`src/rtl/writeback_stage.sv`:
```
// writeback_stage
// Final pipeline stage. Holds the MEM/WB register, buffers the synchronous
// data SRAM read data so a stall cannot lose it, aligns/extends load data
// (including the LWL/LWR merge), and drives the register-file write port,
// the decode bypass and the debug trace.
//
// Ports
//   clk, resetn            clock, synchronous active-low reset
//   ms_*                   instruction presented by memory_stage
//   data_sram_rdata        SRAM read data, valid in the first WB cycle only
//   ws_hold                external stall, WB keeps its instruction
//   ws_allowin             WB accepts a new instruction at the next edge
//   rf_we/rf_waddr/rf_wdata register-file write port
//   ws_fwd_dest/ws_fwd_data bypass to decode (dest 0 = no bypass)
//   debug_wb_*             trace interface
module writeback_stage (
    input  logic        clk,
    input  logic        resetn,
    input  logic        ms_valid,
    input  logic [31:0] ms_pc,
    input  logic [31:0] ms_alu_result,
    input  logic [31:0] ms_rt_value,
    input  logic [4:0]  ms_dest,
    input  logic        ms_gr_we,
    input  logic [2:0]  ms_load_op,
    input  logic [31:0] data_sram_rdata,
    input  logic        ws_hold,
    output logic        ws_allowin,
    output logic        rf_we,
    output logic [4:0]  rf_waddr,
    output logic [31:0] rf_wdata,
    output logic [4:0]  ws_fwd_dest,
    output logic [31:0] ws_fwd_data,
    output logic [31:0] debug_wb_pc,
    output logic [3:0]  debug_wb_rf_wen,
    output logic [4:0]  debug_wb_rf_wnum,
    output logic [31:0] debug_wb_rf_wdata
);

    logic        ws_valid;
    logic        ws_first;
    logic        ws_ready_go;
    logic        ms_accept;
    logic [31:0] ws_pc;
    logic [31:0] ws_alu_result;
    logic [31:0] ws_rt_value;
    logic [4:0]  ws_dest;
    logic        ws_gr_we;
    logic [2:0]  ws_load_op;
    logic [31:0] rdata_buf;
    logic [31:0] rd;
    logic [31:0] ws_result;

    // Byte/halfword selection, extension and the unaligned-word merge.
    function automatic logic [31:0] load_align(
        input logic [2:0]  op,
        input logic [1:0]  k,
        input logic [31:0] alu,
        input logic [31:0] rt,
        input logic [31:0] rdat
    );
        logic [7:0]  b;
        logic [15:0] h;
        logic [31:0] r;
        b = rdat[{k, 3'b000} +: 8];
        h = k[1] ? rdat[31:16] : rdat[15:0];
        r = alu;
        case (op)
            3'd0: r = alu;
            3'd1: r = {{24{b[7]}}, b};
            3'd2: r = {24'd0, b};
            3'd3: r = {{16{h[15]}}, h};
            3'd4: r = {16'd0, h};
            3'd5: r = rdat;
            3'd6: begin
                // LWL: low bytes of memory word fill the high end of rt
                case (k)
                    2'd0:    r = {rdat[7:0],  rt[23:0]};
                    2'd1:    r = {rdat[15:0], rt[15:0]};
                    2'd2:    r = {rdat[23:0], rt[7:0]};
                    default: r = rdat;
                endcase
            end
            default: begin
                // LWR: high bytes of memory word fill the low end of rt
                case (k)
                    2'd0:    r = rdat;
                    2'd1:    r = {rt[31:24], rdat[31:8]};
                    2'd2:    r = {rt[31:16], rdat[31:16]};
                    default: r = {rt[31:8],  rdat[31:24]};
                endcase
            end
        endcase
        return r;
    endfunction

    assign ws_ready_go = !ws_hold;
    assign ws_allowin  = !ws_valid || ws_ready_go;
    assign ms_accept   = ms_valid && ws_allowin;

    // MEM -> WB boundary: control
    always_ff @(posedge clk) begin
        if (!resetn) begin
            ws_valid <= 1'b0;
            ws_first <= 1'b0;
        end else begin
            if (ws_allowin) begin
                ws_valid <= ms_valid;
            end
            ws_first <= ms_accept;
        end
    end

    // MEM -> WB boundary: payload
    always_ff @(posedge clk) begin
        if (!resetn) begin
            ws_pc         <= 32'd0;
            ws_alu_result <= 32'd0;
            ws_rt_value   <= 32'd0;
            ws_dest       <= 5'd0;
            ws_gr_we      <= 1'b0;
            ws_load_op    <= 3'd0;
        end else if (ms_accept) begin
            ws_pc         <= ms_pc;
            ws_alu_result <= ms_alu_result;
            ws_rt_value   <= ms_rt_value;
            ws_dest       <= ms_dest;
            ws_gr_we      <= ms_gr_we;
            ws_load_op    <= ms_load_op;
        end
    end

    // SRAM data is only valid in the first WB cycle; keep it for the rest
    // of the residency so a stalled load still writes the right value.
    always_ff @(posedge clk) begin
        if (!resetn) begin
            rdata_buf <= 32'd0;
        end else if (ws_first) begin
            rdata_buf <= data_sram_rdata;
        end
    end

    assign rd        = ws_first ? data_sram_rdata : rdata_buf;
    assign ws_result = load_align(ws_load_op, ws_alu_result[1:0], ws_alu_result,
                                  ws_rt_value, rd);

    assign rf_we    = ws_valid && ws_gr_we && ws_ready_go && (ws_dest != 5'd0);
    assign rf_waddr = ws_dest;
    assign rf_wdata = ws_result;

    assign ws_fwd_dest = (ws_valid && ws_gr_we) ? ws_dest : 5'd0;
    assign ws_fwd_data = ws_result;

    assign debug_wb_pc       = ws_pc;
    assign debug_wb_rf_wen   = {4{rf_we}};
    assign debug_wb_rf_wnum  = ws_dest;
    assign debug_wb_rf_wdata = ws_result;

endmodule

```
`config.mk`:
```
export PLATFORM = sky130hd
export DESIGN_NAME = writeback_stage
export DESIGN_NICKNAME = d
export VERILOG_FILES = /design/src/rtl/writeback_stage.sv
export SDC_FILE = /design/constraint.sdc
export NUM_CORES = 1
export LEC_CHECK = 0
export CAP_MARGIN = 25
export CORE_MARGIN = 3
export CORE_UTILIZATION = 31
export CTS_CLUSTER_DIAMETER = 200
export DETAILED_ROUTE_END_ITERATION = 8
export HOLD_SLACK_MARGIN = 0.06
export PLACE_DENSITY = 0.61
export SYNTH_ARGS = -nofsm -noshare
export SYNTH_HDL_FRONTEND = slang
export SYNTH_SLANG_ARGS = --single-unit
```
`constraint.sdc`:
```
create_clock -name clk -period 3.2 [get_ports clk]
set_clock_uncertainty 0.05 [all_clocks]
set_input_delay 0.32 -clock clk [delete_from_list [all_inputs] [get_ports clk]]
set_output_delay 0.32 -clock clk [all_outputs]
set_load 0.05 [all_outputs]
```
==> impl_results.md <==
* Status: finished, final reports clean
* Number of pins exceeding their max-slew limit in the final report at 0
* Signed area change from the synthesized netlist to the final layout at 51.75%
* Highest-delay cell along the critical path: nor2b_1
* Cell type contributing the most total cell area after synthesis: dfxtp_1
* Hold-fix buffer count after cts at 0
* Largest net degree at the start of global routing at 115
* Number of buffers inserted during clock tree synthesis at 17
* First-pass GRT wire length at 47290 um
* TritonCTS sink count at 139
* WHS at 0.3033 ns
* Grt peak-use layer: met2
* Routed Antenna Nets at 0
* Arr. time, crit path at 2.82 ns
* CTS clk-pin slew, worst paths at 0.07 ns
* Post-synth top area share at 34.42%
* Std-Cell Core Area at 25400 um^2
* CP startpoint kind: flop
* Antenna violations before repair at 0
* GRT met1 Usage at 27.41%
* Hold path startpoint: resetn
* Syn nets at 1173
* DRC violation count after routing at 0
* Most instantiated flip-flop cell in the synthesis netlist: dfxtp_1
* Total standard cell area after synthesis at 8085 um^2
* Routed length per placed instance at 19.57 um
* Syn Area/Cell at 7.835 um^2
* Pre-Repair DR Iteration Count at 5
* Max cap viols at 0
* Worst path max stage delay at 0.54 ns
* Type of destination of the critical path: output pin
* Worst Hold Class: in -> reg
* Min Tclk post-route at 3.191 ns
* Top cells by area, synth: dfxtp_1, nand2_1, a21boi_0
* Insertion delay of the later-clocked pin in the worst-skew pair at 0.43 ns
* Most used standard cell by instance count after synthesis: nand2_1
* Most frequent cells after synthesis: nand2_1, dfxtp_1, a21boi_0, buf_4, clkbuf_1
* Share of the yosys chip area belonging to registers at 34.42%
* Maximum clock path buffer count at 2
* Setup total negative slack at 0 ns
* Full die area at 28050 um^2
* Cell area after layout at 12270 um^2
* Count of final hold-check violations at 0
* Chip height at 167.5 um
* Buffers and inverters on the worst path at 3
* Critical Path Fanout Max at 11
* Achievable clock frequency at 313.4 MHz
* Overall die width at 167.5 um
* Final setup violating endpoints at 0
* Number of rows created at floorplan at 58
* Count of boundary I/O pins at 290
* WS Path Type: reg -> out
* Post-route clock period utilization at 99.72%
* Post-synthesis cell count at 1032
* Flop-to-flop setup slack at 1.38 ns
* Met3 capacity usage during global routing at 6.586%
* Fraction of layout instances using a drive strength above 1 at 19.62%
* Power density over the cells at 470.2 nW/um^2
* Half-perimeter wire length after placement at 23830 um
* Distinct cells, synth at 53
* Number of enable-type register cells in the synthesized netlist at 0
* Required time reported for the critical path endpoint at 2.83 ns
* Max-slew headroom at 51.96%
* Share of flip-flops with an asynchronous set or reset at 0%
* Power, Total at 5.770 mW
* Count of vias placed by the detailed router at 8158
* Met2 layer usage reported by global route at 34.85%
* Number of register bits inferred by synthesis at 139
* Worst supply voltage drop on vdd at 0.3110 mV
* Sum of routed wire length over all layers at 31320 um
* Placed standard-cell area at 11550 um^2
* Most numerous cell on the critical path: buf_4
* Detailed-route vias per instance at 5.099
* Vias in the first global route at 7968
* CTS H-tree depth at 4
* CP startpoint: ws_alu_result[1]
* Placer's final routability congestion estimate at 0.9517
* Slew at the pin with the worst max-slew slack at 0.7131 ns
* Initial cell density of the core at 31.83%
* Final-stage net count at 1397
* Final core utilization at 48.31%
* Clock tree from TritonCTS: built
* Violation count after the first detailed-routing iteration at 686
* Crit path cell chain: buf_4 > nor2b_1 > o22a_1 > o22ai_1 > a21oi_1 > a31oi_1 > buf_4 > buf_12
* Number of synthesis warnings at 0
* GR Util All Layers at 21.49%
* LEAKAGE at 4.671 nW
* Startpoint of the lowest-slack register-to-register path: ws_valid
* Family of cells with the greatest summed delay on the critical path: compound AO/OA/AOI/OAI gates
* Remaining Overflow, GRT at 0
* Number of I/O port buffers at 289
* RSZ-0062 raised after global routing: no
* Buffer type at the clock tree root: clkbuf_16
==> sequential cells by signal (all words and copies together), names as in the netlist <==
name,flops
ws_first,1
debug_wb_rf_wnum,5
ws_gr_we,1
ws_load_op,3
ws_alu_result,32
ws_valid,1
ws_rt_value,32
rdata_buf,32
debug_wb_pc,32
==> layer usage <==
layer / wire (um) / share of wire (%)
met1: 13250 / 42
met2: 14600 / 47
met3: 2634 / 8.4
met4: 831 / 2.7
met5: 0 / 0
==> final timing paths <==
path,end,depth (start not counted)
worst min register to register,ws_rt_value[4],2
worst max-delay path,rf_wdata[10],8
worst min-delay path,debug_wb_pc[20],2
worst max register to register,debug_wb_pc[31],5
==> final cells by class <==
class / count / area, um^2
antenna: 1 / 2.502
clock buffer: 18 / 439.2
clock inverter: 14 / 147.6
fill: 2510 / 13130
inverter: 9 / 33.78
multi-input combinational: 732 / 4473
sequential: 139 / 2789
tap: 330 / 412.9
timing repair buffer: 357 / 3971
==> kinds of logic (layout without fill, tap and decap cells) <==
logic type	count (synthesis)	count (layout)	share of synthesized area (%)
AOI/OAI and AO/OA	270	270	23.49
buffers and inverters	161	398	11.39
DFF	139	139	34.42
muxes	67	67	9.270
other	0	1	0
and+or+nand+nor	395	395	21.43
==> where the power goes <==
| group | internal, mW | total [mW] | switching [mW] |
|---|---|---|---|
| sequential | 1.83 | 1.91 | 0.0802 |
| combinational | 0.795 | 1.89 | 1.10 |
| clock | 1.06 | 1.97 | 0.907 |
==> stage by stage <==
stage / worst slack [ns] / instances
after detailed placement: 0.1258 / 1563
after floorplan: 0.02450 / 1032
after global placement: 0.1678 / 1563
after global routing: 0.003844 / 1599
after CTS: 0.01214 / 1595
final: 0.009102 / 1600
==> what timing repair did <==
| item | CTS | global route |
|---|---|---|
| endpoints found under the setup margin | 48 | 37 |
| buffers inserted | 0 | 3 |
| hold endpoints to repair | 0 | 0 |
| pin swaps | 0 | 1 |
| gates resized for setup | 10 | 13 |
| cloned | 0 | 1 |
==> worst reg2reg max path, stage by stage, from the launching register on <==
cell	delay (ns)
dfxtp_1	0.37
nand2_1	0.20
and2_4	0.56
buf_12	0.29
nand2_1	0.08
a21boi_0	0.19
==> cell usage in the layout, fill, tap and decap left out, drive strengths merged, types with 6 or more instances in the layout <==
cell type,synthesis,final
a211o,6,6
a211oi,21,21
a21boi,105,105
a21oi,33,33
a221oi,8,8
a22oi,7,7
a31oi,8,8
and2,20,20
and3,8,8
buf,103,164
clkbuf,49,19
clkdlybuf4s50,0,192
dfxtp,139,139
inv,9,18
mux2,23,23
mux2i,40,40
nand2,251,251
nand2b,12,12
nand3,8,8
nor2,46,46
nor2b,24,24
nor3,12,12
o211ai,10,10
o21ai,28,28
o22ai,18,18
No activity file was read; power rests on OpenSTA's default activity.
